[src/rtl/alu_pkg.sv]
// rtl/alu_pkg.sv - shared op and sequencer state encodings for the ALU front-end
package alu_pkg;

    typedef enum logic [1:0] {
        ALU_ADD = 2'b00,
        ALU_SUB = 2'b01,
        ALU_MUL = 2'b10,
        ALU_DIV = 2'b11
    } alu_op_e;

    // One-hot sequencer states, matching the ALU control-unit style
    typedef enum logic [5:0] {
        S_IDLE  = 6'b000001,
        S_LOAD0 = 6'b000010,
        S_LOAD1 = 6'b000100,
        S_LOAD2 = 6'b001000,
        S_WAIT  = 6'b010000,
        S_RESP  = 6'b100000
    } seq_state_e;

endpackage

[src/rtl/alu_watchdog.sv]
// rtl/alu_watchdog.sv - WAIT-state cycle counter with clear, enable and terminal-count flag
module alu_watchdog #(
    parameter int TIMEOUT_CYCLES = 64,
    parameter int CNT_W          = 7
) (
    input  logic clk,
    input  logic reset,
    input  logic clr,
    input  logic en,
    output logic tc
);

    logic [CNT_W-1:0] count;

    assign tc = (count == CNT_W'(TIMEOUT_CYCLES - 1));

    // Saturates at the terminal count; the sequencer leaves WAIT on tc anyway
    always_ff @(posedge clk) begin
        if (reset) begin
            count <= '0;
        end else if (clr) begin
            count <= '0;
        end else if (en && !tc) begin
            count <= count + 1'b1;
        end
    end

endmodule

[src/rtl/alu_bus_sequencer.sv]
// rtl/alu_bus_sequencer.sv - command/response front-end replaying commands onto the serial ALU bus
module alu_bus_sequencer
    import alu_pkg::*;
#(
    parameter int TIMEOUT_CYCLES = 64,
    parameter int CNT_W          = 7
) (
    input  logic       clk,
    input  logic       reset,
    input  logic       cmd_valid,
    output logic       cmd_ready,
    input  logic [1:0] cmd_op,
    input  logic [7:0] cmd_x_hi,
    input  logic [7:0] cmd_x_lo,
    input  logic [7:0] cmd_y,
    output logic       rsp_valid,
    input  logic       rsp_ready,
    output logic [7:0] rsp_hi,
    output logic [7:0] rsp_lo,
    output logic [1:0] rsp_op,
    output logic       rsp_timeout,
    output logic       busy,
    output logic       alu_begin,
    output logic [1:0] alu_op_code,
    output logic [7:0] alu_inbus,
    input  logic [7:0] alu_outbus,
    input  logic       alu_end,
    output logic       alu_abort
);

    seq_state_e state_q, state_d;
    alu_op_e    op_q;
    logic [7:0] x_lo_q, y_q;
    logic [7:0] h0, h1;
    logic       wd_tc;
    logic       accept;

    logic       cmd_ready_d, rsp_valid_d, rsp_timeout_d, busy_d;
    logic       alu_begin_d, alu_abort_d;
    logic [7:0] rsp_hi_d, rsp_lo_d, alu_inbus_d;
    logic [1:0] rsp_op_d, alu_op_code_d;

    alu_watchdog #(
        .TIMEOUT_CYCLES(TIMEOUT_CYCLES),
        .CNT_W         (CNT_W)
    ) u_watchdog (
        .clk  (clk),
        .reset(reset),
        .clr  (state_q == S_LOAD2),
        .en   (state_q == S_WAIT),
        .tc   (wd_tc)
    );

    assign accept = (state_q == S_IDLE) && cmd_valid && cmd_ready;

    always_comb begin
        state_d = state_q;
        case (state_q)
            S_IDLE:  if (accept) state_d = S_LOAD0;
            S_LOAD0: state_d = S_LOAD1;
            S_LOAD1: state_d = S_LOAD2;
            S_LOAD2: state_d = S_WAIT;
            S_WAIT:  if (alu_end || wd_tc) state_d = S_RESP;
            S_RESP:  if (rsp_ready) state_d = S_IDLE;
            default: state_d = S_IDLE;
        endcase
    end

    // Outputs are registered, so they are decoded from the state being entered
    always_comb begin
        cmd_ready_d   = (state_d == S_IDLE);
        busy_d        = (state_d != S_IDLE);
        alu_begin_d   = (state_d == S_LOAD0);
        rsp_valid_d   = (state_d == S_RESP);
        alu_abort_d   = (state_q == S_WAIT) && !alu_end && wd_tc;
        alu_op_code_d = 2'b00;
        alu_inbus_d   = 8'h00;
        rsp_hi_d      = rsp_hi;
        rsp_lo_d      = rsp_lo;
        rsp_op_d      = rsp_op;
        rsp_timeout_d = rsp_timeout;

        case (state_d)
            S_LOAD0: begin
                alu_op_code_d = cmd_op;
                alu_inbus_d   = cmd_x_hi;
            end
            S_LOAD1: begin
                alu_op_code_d = op_q;
                alu_inbus_d   = x_lo_q;
            end
            S_LOAD2: begin
                alu_op_code_d = op_q;
                alu_inbus_d   = y_q;
            end
            S_WAIT:  alu_op_code_d = op_q;
            default: ;
        endcase

        // The outbus value on the END cycle itself is deliberately not used
        if (state_q == S_WAIT && state_d == S_RESP) begin
            rsp_op_d = op_q;
            if (alu_end) begin
                rsp_hi_d      = h1;
                rsp_lo_d      = h0;
                rsp_timeout_d = 1'b0;
            end else begin
                rsp_hi_d      = 8'h00;
                rsp_lo_d      = 8'h00;
                rsp_timeout_d = 1'b1;
            end
        end
    end

    always_ff @(posedge clk) begin
        if (reset) begin
            state_q     <= S_IDLE;
            op_q        <= ALU_ADD;
            x_lo_q      <= 8'h00;
            y_q         <= 8'h00;
            h0          <= 8'h00;
            h1          <= 8'h00;
            cmd_ready   <= 1'b1;
            rsp_valid   <= 1'b0;
            rsp_hi      <= 8'h00;
            rsp_lo      <= 8'h00;
            rsp_op      <= 2'b00;
            rsp_timeout <= 1'b0;
            busy        <= 1'b0;
            alu_begin   <= 1'b0;
            alu_op_code <= 2'b00;
            alu_inbus   <= 8'h00;
            alu_abort   <= 1'b0;
        end else begin
            state_q <= state_d;
            if (accept) begin
                op_q   <= alu_op_e'(cmd_op);
                x_lo_q <= cmd_x_lo;
                y_q    <= cmd_y;
            end
            if (state_q == S_WAIT) begin
                h1 <= h0;
                h0 <= alu_outbus;
            end
            cmd_ready   <= cmd_ready_d;
            rsp_valid   <= rsp_valid_d;
            rsp_hi      <= rsp_hi_d;
            rsp_lo      <= rsp_lo_d;
            rsp_op      <= rsp_op_d;
            rsp_timeout <= rsp_timeout_d;
            busy        <= busy_d;
            alu_begin   <= alu_begin_d;
            alu_op_code <= alu_op_code_d;
            alu_inbus   <= alu_inbus_d;
            alu_abort   <= alu_abort_d;
        end
    end

endmodule

[config.mk]
export PLATFORM = sky130hd
export DESIGN_NAME = alu_bus_sequencer
export DESIGN_NICKNAME = d
export VERILOG_FILES = /design/src/rtl/alu_pkg.sv /design/src/rtl/alu_watchdog.sv /design/src/rtl/alu_bus_sequencer.sv
export SDC_FILE = /design/constraint.sdc
export NUM_CORES = 1
export LEC_CHECK = 0
export ABC_AREA = 1
export CAP_MARGIN = 15
export CORE_ASPECT_RATIO = 0.9
export CORE_UTILIZATION = 30
export DETAILED_ROUTE_END_ITERATION = 10
export GPL_TIMING_DRIVEN = 1
export MAX_ROUTING_LAYER = met4
export PLACE_DENSITY = 0.57
export SETUP_SLACK_MARGIN = 0.4
export SLEW_MARGIN = 20
export SYNTH_ARGS = -nofsm -noshare
export SYNTH_HDL_FRONTEND = slang
export SYNTH_SLANG_ARGS = --single-unit
[constraint.sdc]
create_clock -name clk -period 1.6 [get_ports clk]
set_clock_uncertainty 0.15 [all_clocks]
set_input_delay 0.24 -clock clk [delete_from_list [all_inputs] [get_ports clk]]
set_output_delay 0.24 -clock clk [all_outputs]
set_load 0.02 [all_outputs]
==> metrics.txt, run 1 <==
via count=3286; Critical Path RT=1680 ps; core area=10500 sq um; Critical Path Source Type=flop; synth top area cells=dfxtp_1 49%, nor2_1 12%, nand2_1 10%; leak pwr=2.44 nW; busiest grt layer=met2; Initial Util=31.6%; die area=11400 sq um; Routed wire per std cell=13.5 microns; fin crit share=95.8%; async set-reset flop share out of synthesis=0%; Worst-Skew Late Latency=350 ps; total wire length=9640 microns; yosys warns=0; status=completed; final net count=618; cell family contributing the most delay on the critical path=simple AND/OR/NAND/NOR gates; vias per cell=4.62; hold slack=314 ps; Max Cap Viol=0; top post-synthesis cells by count=109 x nor2_1, 90 x nand2_1, 81 x dfxtp_1; Fillers=941; Mapped Avg Cell Area=7.18 sq um; Die Height=102 microns; crit path max fanout=5; post-layout min period=1530 ps; largest net degree at the start of global routing=33; gr usage total=16.5%; Slew Limit Fails=0; Site Rows=35; Final GP Congestion=0.761; Cells after Synth=460; first-pass GRT wire length=14200 microns; CTS Sinks=81; largest family of logic cells by synthesized area=simple AND/OR/NAND/NOR gates; DP HPWL=5570 microns; ys flop type=dfxtp_1; Pwr per Cell Area=941 nW/um^2; vias in the first global route=3014; CP peak stage delay=360 ps; gr ovfl total=0; worst path cell trace=ha_4 > nand2_2 > nor2_4 > nand2_4 > nand2_4 > nand2_8 > clkbuf_16 > nand2_2 > a21oi_1; setup violators final=0; Ports=73; multiplexer share of the synthesized area=0%; TritonCTS clock tree=built; FF+latch count, synth=81; DRC viols=0; Fmax=653 MHz; met3 usage=4.73%; htree depth=3; final hold viol count=0; count of cell types in the netlist=24; Antenna diodes=0; xor/xnor share of the synthesized area=0.530%; Synth top area share=49.1%; initial drt markers=149; TritonCTS buffer count=9; Synth Area in Simple Gates=31.7%; Post-synth EDFFs=0; most common cell in the netlist=nor2_1; Tightest Hold Check Type=flop to flop; RSZ-0062 raised after global routing=yes; Area Overhead vs Synth=69.5%; port bufs=72; setup TNS=0 ps; critical path buffer and inverter count=1; Slowest cell on crit path=dfxtp_4; Synth Area in Compound Gates=8.33%; Yosys top cell by area=dfxtp_1; sequential fraction of the synthesis area=49.1%; Tightest Pin Transition=268 ps; Worst IR Drop VDD=455 uV; Post-Synth Adder-Cell Area=0.379%; Slew HR=82.1%; Root Buffer=clkbuf_16; critical path arrival=1620 ps; post-synthesis cell area=3300 sq um; layout cell share with drive strength beyond 1=42.4%; drt first pass iters=4; grt met2 use=28.1%; Post-Syn Nets=500; met1 usage=19.0%; Die W=113 microns; WS Path Type=flop to flop; post-route ant nets=0; clock-pin transition on the worst setup and hold timing paths=80 ps; Crit. End Element=flop; initial antenna violation count=0; CTS Buffer Depth=2
==> layer usage <==
metal | vias to the layer above | share of wire [%]
met3 | 13 | 3.6
met1 | 1549 | 44
met4 | 0 | 0.94
met2 | 57 | 51
li1 | 1667 | -
met5 | - | 0
==> path summary, 6_finish.rpt <==
| check | from | endpoint | slack [ps] | depth (start not counted) |
|---|---|---|---|---|
| hold reg to reg | rsp_lo[6] | rsp_lo[6] | 310 | 2 |
| setup reg to reg | u_watchdog.count[0] | rsp_op[0] | 70 | 9 |
| setup / recovery | u_watchdog.count[0] | rsp_op[0] | 70 | 9 |
| hold / removal | rsp_lo[6] | rsp_lo[6] | 310 | 2 |
==> worst reg2reg max path, delay by kind of cell (launching register included) <==
kind	cells	cell delay [ps]
flip-flops	1	360
AO/OA/AOI/OAI	1	50
buffers and inverters	1	180
adder cells (fa/ha/maj)	1	140
AND/OR/NAND/NOR	6	540
==> power breakdown <==
part | internal [mW] | leakage [nW] | switching (mW)
clock network | 1.12 | 0.151 | 0.962
registers | 2.13 | 0.676 | 0.0558
logic | 0.497 | 1.61 | 0.504
==> cell type report <==
class	count	area, sq um	share of cell area (%)
Multi-Input combinational cell	310	1830	32.6
Sequential cell	81	1680	30.0
Timing Repair Buffer	129	1440	25.7
Clock buffer	9	225	4.02
Inverter	47	189	3.37
Tap cell	129	161	2.88
Clock inverter	7	78.8	1.41
==> kinds of logic after synthesis <==
family	Yosys count
simple gates	252
flops	81
buf+inv	69
compound gates	55
xor+xnor	2
fa+ha+maj	1
==> registers in the layout (all words and copies together), names as in the netlist <==
signal            flops
alu_abort             1
alu_begin             1
alu_inbus             8
alu_op_code           2
busy                  1
cmd_ready             1
h0                    8
h1                    8
op_q                  2
rsp_hi                8
rsp_lo                8
rsp_op                2
rsp_timeout           1
rsp_valid             1
state_q               6
u_watchdog.count      7
x_lo_q                8
y_q                   8
==> what timing repair did <==
| action | in CTS | in global routing |
|---|---|---|
| pin swaps | 12 | 32 |
| setup endpoints to repair | 114 | 110 |
| resized for setup | 243 | 127 |
| hold buffers | 0 | 0 |
| buffers inserted | 13 | 7 |
| gates cloned | 3 | 5 |
==> metrics by stage <==
step	util [%]	instances	total power, mW	instance area (sq um)	worst slack (ps)
after global placement	41.7	668	2.92	4370	-158
final	53.5	712	5.27	5600	67.8
after floorplan	-	460	2.66	3380	170
after global routing	53.5	712	5.51	5600	7.02
after detailed placement	41.7	668	2.93	4370	-167
after CTS	47.8	700	5.21	5010	140
==> layout by cell type, fill, tap and decap left out, types with 2 or more instances in the layout <==
cell type        Yosys  final
nor2_1             109     88
nand2_1             90     59
dfxtp_1             81     44
buf_6                8     40
clkdlybuf4s50_1      0     38
inv_1               45     37
buf_4                0     36
dfxtp_2              0     32
nand3_1             36     26
o21ai_0             28     23
nor2_2               6     17
nand2_4              1     17
a21oi_2              0     17
nand2_2              3     16
clkbuf_16            0     13
nor2_4               1     11
a21oi_1             27     10
inv_2                1      8
buf_12               0      7
nand3_2              1      6
nand3_4              0      5
o21ai_1              0      5
dfxtp_4              0      5
inv_8                0      4
buf_16               0      3
nand3b_1             2      2
nand2_8              0      2
clkinv_8             0      2
xor2_1               2      2
(Power assumes the default switching activity.)
==> run 2: changes to the inputs <==
--- a/config.mk
+++ b/config.mk
@@ -8,11 +8,12 @@
 export ABC_AREA = 1
 export CAP_MARGIN = 15
 export CORE_ASPECT_RATIO = 0.9
-export CORE_UTILIZATION = 30
+export CORE_UTILIZATION = 45
 export DETAILED_ROUTE_END_ITERATION = 10
 export GPL_TIMING_DRIVEN = 1
+export HOLD_SLACK_MARGIN = 0.02
 export MAX_ROUTING_LAYER = met4
-export PLACE_DENSITY = 0.57
+export PLACE_DENSITY = 0.78
 export SETUP_SLACK_MARGIN = 0.4
 export SLEW_MARGIN = 20
 export SYNTH_ARGS = -nofsm -noshare
==> metrics.txt, run 2 (synthesized netlist as in run 1, its figures left out) <==
status=finished with violations; failing checks=setup timing; Critical Path Source Type=flop; drt first pass iters=5; die area=7690 sq um; via count=3695; WS Path Type=flop to flop; Reg power frac=42.8%; vias in the first global route=3386; CTS Sinks=81; CTS Buffer Depth=2; post-layout min period=1620 ps; cell area after layout=5480 sq um; critical path buffer and inverter count=3; TritonCTS clock tree=built; cell family contributing the most delay on the critical path=simple AND/OR/NAND/NOR gates; layout cell share with drive strength beyond 1=40.8%; Tightest Hold Check Type=input pin to flop; port bufs=72; total wire length=11600 microns; Net Switching=1.52 mW; Slowest cell on crit path=dfxtp_2; Antenna diodes=0; Worst IR Drop VDD=590 uV; gr usage total=27.8%; Top cell by count, worst path=nor2_1; first-pass GRT wire length=16100 microns; Fmax=616 MHz; Root Buffer=clkbuf_8; core area=7080 sq um; most frequent cells in the layout=93 x nor2_1, 61 x nand2_1, 41 x dfxtp_1, 41 x buf_6, 38 x clkdlybuf4s50_1; final net count=623; setup violators final=3; initial antenna violation count=0; gr ovfl total=0; Die Height=83.3 microns; vias per cell=5.43; critical path arrival=1750 ps; clock-pin transition on the worst setup and hold timing paths=90 ps; sw frac=29.6%; post-route ant nets=0; setup ws final=-23.2 ps; TritonCTS buffer count=9; Max Cap Viol=0; leak pwr=2.39 nW; Area Overhead vs Synth=65.8%; largest net degree at the start of global routing=20; Clock Power Share=34.0%; fin crit share=101%; DRC viols=0; commonest non-fill, non-tap cell in the layout=nor2_1; Critical Path RT=1730 ps; Die W=92.3 microns; Final GP Congestion=0.773; Slew HR=84.4%; Routed wire per std cell=17.1 microns; Slew Limit Fails=0; initial drt markers=351; DP HPWL=5470 microns; Initial Util=46.7%; cell-internal power=3.62 mW; crit path max fanout=7; combinational fraction of design power=23.2%; htree depth=3; Tightest Pin Transition=231 ps; setup TNS=-42.9 ps; placed cell area=4250 sq um; final hold viol count=0; worst path cell trace=inv_2 > nand2_4 > nor2_4 > nand3b_1 > buf_12 > clkbuf_16 > nor2_2 > nor2_1 > nor2_1; Fillers=418; Site Rows=29; Pwr per Cell Area=938 nW/um^2; CP peak stage delay=350 ps; Crit. End Element=flop; RSZ-0062 raised after global routing=yes; Worst-Skew Late Latency=360 ps; Ports=73
-- run 2: cell count changes in the layout (fill, tap and decap cells not counted), sizes merged, moves of 2 or more --
cell / change
buf: +4
bufinv: +2
clkbuf: -2
clkinv: -3
nand3: +2
-- run 2: final timing paths --
kind                            startpoint      endpoint  slack, ps  depth (start not counted)
worst min register to register   rsp_lo[6]     rsp_lo[6]        320                          2
worst min-delay path              cmd_y[3]        y_q[3]        300                          3
worst max-delay path            state_q[2]  alu_inbus[6]        -20                          9
worst max register to register  state_q[2]  alu_inbus[6]        -20                          9
-- run 2: layout make-up --
type | count | area [sq um] | area share, %
clock inverters | 7 | 106 | 1.94
well taps | 93 | 116 | 2.13
multi-input cells | 313 | 1770 | 32.2
clock buffers | 9 | 124 | 2.26
flip-flops and latches | 81 | 1680 | 30.8
repair buffers | 131 | 1480 | 27.1
inverters | 47 | 196 | 3.59
-- run 2: metrics by stage --
stage	std cells	total power, mW	setup WS, ps	utilization, %	hold slack [ps]
after floorplan	460	2.66	170	-	200
after global placement	624	2.87	-67.6	60.0	277
after detailed placement	624	2.89	-85.7	60.0	280
after CTS	670	4.87	113	71.5	302
after global routing	681	5.34	-145	77.4	312
final	681	5.14	-23.2	77.4	300
-- run 2: layer usage --
metal  up-vias  track usage, %  routed length (microns)
li1       1686               -                        -
met1      1725            32.9                     4440
met2       218            46.6                     5800
met3        66            6.59                      873
met4         0            8.10                      520
met5         -               -                        0
-- run 2: worst register-to-register path, cell delays in order, from the launching register on --
cell       delay (ps)
dfxtp_2           350
inv_2              90
nand2_4            80
nor2_4            100
nand3b_1          140
buf_12            200
clkbuf_16         180
nor2_2             70
nor2_1             60
nor2_1            130
-- run 2: repair_timing --
item | CTS | global route
hold buffers | 0 | 0
cloned | 10 | 3
gates resized for setup | 278 | 95
setup buffers | 20 | 8
pin swaps | 12 | 28
setup endpoints to repair | 114 | 115
-- run 2: power groups by stage --
stage                     logic [mW]  clock network (mW)  registers, mW
after floorplan                0.402                   0           2.26
after global placement         0.644                   0           2.23
after detailed placement       0.655                   0           2.23
after CTS                      0.948                1.73           2.19
after global routing            1.27                1.86           2.21
final                           1.19                1.75           2.20
==> edit 1: new RTL, settings of run 2 <==
Make the reset (`reset`) asynchronous in 2 clocked blocks.
--- a/src/rtl/alu_watchdog.sv
+++ b/src/rtl/alu_watchdog.sv
@@ -16,5 +16,5 @@
 
     // Saturates at the terminal count; the sequencer leaves WAIT on tc anyway
-    always_ff @(posedge clk) begin
+    always_ff @(posedge clk or posedge reset) begin
         if (reset) begin
             count <= '0;
--- a/src/rtl/alu_bus_sequencer.sv
+++ b/src/rtl/alu_bus_sequencer.sv
@@ -113,5 +113,5 @@
     end
 
-    always_ff @(posedge clk) begin
+    always_ff @(posedge clk or posedge reset) begin
         if (reset) begin
             state_q     <= S_IDLE;
Behaviour: differs if reset is asserted again (counterexample within 4 cycles, from zero or initial values and one cycle with reset high); with reset held inactive, the same outputs for 10 cycles.
==> edit 1 against run 2 <==
- the flow still finishes with violations (negative setup slack)
- global-route usage shrank 5.2 points
- combinational power grew 87%
- synthesized area up 2.0%
- non-clock buffer count decreased by 12
- core utilization fell by 7.6 points
- hold slack got worse by 240 ps
- cell area shrank 8.9%
- sequential power up 33%
- power grew 28%
- wire length is 22% lower
- setup slack lost 2.1 ps
- clock power down 18%
- critical path type unchanged
- die area grew 1.9%
- sequential cell count did not move
==> edit 1: results <==
metrics = {
    "yosys": {
        "synth_adder_area_share_pct": 0.371,
        "synth_async_sr_flop_share_pct": 100,
        "synthTopCellsByCount": "188 x nand2_1, 79 x dfrtp_1, 43 x nand3_1, 16 x inv_1, 9 x nor2_1",
        "synth_xor_area_share_pct": 0.780,
        "synth-compound-area-share_pct": 1.78,
        "syn_inst": 384,
        "ys_top_cells_by_area": "dfrtp_1 59%, nand2_1 21%, nand3_1 6.4%",
        "syn-num-nets": 424,
        "yosysSeqAreaShare_pct": 60.3,
    },
    "power_and_ir_drop": {
        "ir_drop_uv": 669,
    },
    "placed_design": {
        "portBuffers": 72,
        "preCtsSetupSlack_ps": -6.82,
        "place_inst": 549,
        "gp_congestion": 0.839,
    },
    "outcome": {
        "status": "finished, violations left",
        "violations": "negative setup slack",
    },
    "worst_setup_path": {
        "reg2reg_from": "state_q[1]",
        "r2r_end": "rsp_lo[4]",
        "reg2reg_depth": 7,
        "cp_slowest_stage_delay_ps": 420,
        "cpMaxStageDelayCell": "dfrtp_1",
        "crit_fanout": 11,
    },
    "hold_path": {
        "hold_path.class": "in2async",
    },
    "clock_tree": {
        "cts-root-buf": "clkbuf_8",
    },
    "sta": {
        "finalSetupViolations": 1,
        "worst_slack_ps": -25.4,
        "holdWs_ps": 59.3,
        "slew_headroom_pct": 75.1,
    },
    "routing": {
        "drt_iter0_markers": 296,
        "wl_met1_mm": 3.92,
        "wl_met2_mm": 4.44,
        "wl_per_cell_um": 15.1,
        "route.vias.total": 3096,
        "wl_met3_um": 545,
    },
    "finish": {
        "nets": 544,
        "layout.cells.non_filler": 602,
        "drive_above_1_share_pct": 25.3,
    },
    "global_route": {
        "grtUsageTotal_pct": 22.5,
        "first_global_vias": 2793,
        "grt_max_degree": 35,
    },
}
## edit 1: cell count changes in the layout (fill, tap and decap cells not counted), moves of 11 or more
cell     delta
a21oi_1    -16
nand2_4    -12
dfxtp_1    -41
dfxtp_2    -35
nand2_2    -15
dfrtp_1    +78
nor2_1     -84
inv_1      -22
a21oi_2    -11
nand2_1   +123
o21ai_0    -15
## edit 1: worst register-to-register path, cell delays in order (launching register included)
cell and delay, ps:
dfrtp_1 420, nor2_4 200, nand2_2 120, nor2_8 240, buf_6 170, nand2_8 80, nand2_1 100, nand2_1 60
## edit 1: how the worst max path moves through the flow
stage	to	slack [ps]	cells past startpoint
finish	rsp_lo[4]	-30	7
global route	rsp_lo[4]	-80	7
CTS	rsp_hi[5]	70	6
detailed placement	rsp_timeout	-7	8
global placement	u_watchdog.count[3]	50	7
floorplan	rsp_hi[0]	110	9
## edit 1: final cells by class
cell class,count,area (um2)
Fill cell,533,2160
Sequential cell,81,2030
Multi-Input combinational cell,274,1340
Timing Repair Buffer,119,1230
Clock buffer,9,124
Tap cell,93,116
Inverter,19,83.8
Clock inverter,7,60.1
## edit 1: power by group through the flow
stage          Clock, mW  Sequential, mW  Combinational [mW]
2_1_floorplan          0            3.08               0.941
3_3_place_gp           0            2.89                1.85
3_5_place_dp           0            2.90                1.91
4_1_cts             1.44            2.90                2.06
5_1_grt             1.53            2.98                2.42
6_report            1.43            2.92                2.22
## edit 1: metal layers
| layer | vias to the layer above | track usage [%] |
|---|---|---|
| met1 | 1474 | 30.0 |
| met5 | - | - |
| met2 | 145 | 34.9 |
| met4 | 0 | 5.45 |
| met3 | 24 | 5.65 |
| li1 | 1453 | - |
## edit 1: repair_timing
action	CTS	global route
gates resized for setup	208	23
endpoints found under the setup margin	114	115
gates cloned	0	3
hold buffers	0	0
buffers inserted	14	20
pin swaps	5	8
==> edit 2: new RTL, config.mk and constraints of run 2 <==
Without the edit above. `TIMEOUT_CYCLES` is set to 64 in 2 places; all go to 48.
--- a/src/rtl/alu_watchdog.sv
+++ b/src/rtl/alu_watchdog.sv
@@ -1,5 +1,5 @@
 // rtl/alu_watchdog.sv - WAIT-state cycle counter with clear, enable and terminal-count flag
 module alu_watchdog #(
-    parameter int TIMEOUT_CYCLES = 64,
+    parameter int TIMEOUT_CYCLES = 48,
     parameter int CNT_W          = 7
 ) (
--- a/src/rtl/alu_bus_sequencer.sv
+++ b/src/rtl/alu_bus_sequencer.sv
@@ -3,5 +3,5 @@
     import alu_pkg::*;
 #(
-    parameter int TIMEOUT_CYCLES = 64,
+    parameter int TIMEOUT_CYCLES = 48,
     parameter int CNT_W          = 7
 ) (
Formal check against the unedited RTL: same outputs for any inputs over 10 cycles, from zero or initial values and one cycle with reset high; that may be too few to reach the edited logic, so the function may still have changed.
==> edit 2 against run 2 <==
- the run still ends with negative setup slack left
- final cell count shrank 3.1%
- power is 2.7% lower
- setup slack better by 9.6 ps
- wire length grew 4.2%
- via count up 1.2%
- synthesized area fell by 0.53%
- cell area fell by 2.1%
- largest power group unchanged
- sequential cell count unchanged
==> edit 2: results <==
metrics = {
    "clock_tree": {
        "cts-root-buf": "clkbuf_8",
        "clk_path_buf_depth": 2,
    },
    "power_and_ir_drop": {
        "ir_drop_uv": 595,
        "switching_share_pct": 27.2,
        "combPwrFrac_pct": 19.7,
        "cellLeakagePower_nw": 2.39,
        "p_switching_mw": 1.36,
    },
    "routing": {
        "drt_iter0_markers": 342,
        "drt_wl_total_mm": 12.1,
        "wl_met3_um": 930,
        "postRouteAntennaNets": 0,
        "wl_met1_mm": 4.78,
        "wl_met2_mm": 5.88,
        "highest_layer": "met4",
        "route.vias.total": 3739,
    },
    "global_route": {
        "use_met1_pct": 31.1,
        "grt_max_degree": 20,
        "met2_usage_pct": 42.0,
        "grt.met3_usage_pct": 6.04,
        "grtUsageTotal_pct": 25.7,
        "first_global_vias": 3137,
        "grt_pass1_wl_mm": 14.9,
    },
    "outcome": {
        "status": "finished, violations left",
        "violations": "negative setup slack",
    },
    "sta": {
        "tns_ps": -38.4,
        "worst_slack_ps": -13.7,
        "slew_headroom_pct": 76.5,
        "finalSetupViolations": 5,
    },
    "worst_setup_path": {
        "crit_fanout": 5,
        "arrival_ps": 1710,
        "cp_slowest_stage_delay_ps": 360,
        "cpMaxStageDelayCell": "dfxtp_4",
        "crit_family": "simple AND/OR/NAND/NOR gates",
    },
    "yosys": {
        "synthTopCellsByCount": "104 x nor2_1, 81 x dfxtp_1, 62 x nand2_1, 47 x nand3_1, 39 x o21ai_0",
        "ys_top_cells_by_area": "dfxtp_1 49%, nor2_1 12%, nand3_1 7.2%",
        "synth_ff_type": "dfxtp_1",
        "yosysSeqAreaShare_pct": 49.4,
        "ys_types": 28,
        "syn_inst": 436,
        "syn-num-nets": 476,
    },
    "placed_design": {
        "gp_congestion": 0.826,
        "place_area_um2": 4280,
        "preCtsSetupSlack_ps": -16.9,
        "dpl.hpwl_mm": 5.61,
    },
    "finish": {
        "layout.cells.non_filler": 660,
        "nets": 602,
        "drive_above_1_share_pct": 40.0,
    },
    "hold_path": {
        "hold_path.class": "in2reg",
    },
}
edit 2: cell types whose count changed in the layout (fill, tap and decap cells not counted), sizes merged:
cell / delta
nor3: -1
clkinv: +2
nand4: +1
bufinv: +1
clkbuf: +4
nand2: -25
nor2: -5
a21oi: +2
inv: -20
a31oi: +1
nand3: +8
o21ai: +11
edit 2: path summary, 6_finish.rpt:
kind | cells past startpoint | slack, ps | startpoint | endpoint
max | 8 | -10 | state_q[0] | rsp_hi[6]
min | 3 | 300 | alu_outbus[6] | h0[6]
max reg2reg | 8 | -10 | state_q[0] | rsp_hi[6]
min reg2reg | 2 | 320 | rsp_lo[5] | rsp_lo[5]
edit 2: worst reg2reg max path: cells and delay by family (launching register included):
| family | cells | cell delay, ps |
|---|---|---|
| and+or+nand+nor | 5 | 610 |
| DFF | 1 | 360 |
| AOI/OAI and AO/OA | 1 | 70 |
| buffers and inverters | 2 | 300 |
edit 2: logic make-up after synthesis:
group                    after synthesis  synth area share [%]
AND/OR/NAND/NOR                      230                  30.5
adder cells (fa/ha/maj)                1                 0.381
AO/OA/AOI/OAI                         69                  10.5
buffers and inverters                 53                  8.72
flip-flops                            81                  49.4
XOR/XNOR                               2                 0.533
edit 2: timing repair:
item / CTS / global route
cloned: 1 / 7
resized for setup: 243 / 92
buffers inserted: 14 / 19
setup endpoints to repair: 113 / 113
pin swaps: 16 / 27
edit 2: layout make-up:
| type | count | area [um2] |
|---|---|---|
| Inverter | 32 | 143 |
| Clock inverter | 5 | 104 |
| Fill cell | 403 | 1680 |
| Multi-Input combinational cell | 305 | 1760 |
| Sequential cell | 81 | 1690 |
| Clock buffer | 11 | 131 |
| Tap cell | 93 | 116 |
| Timing Repair Buffer | 133 | 1420 |
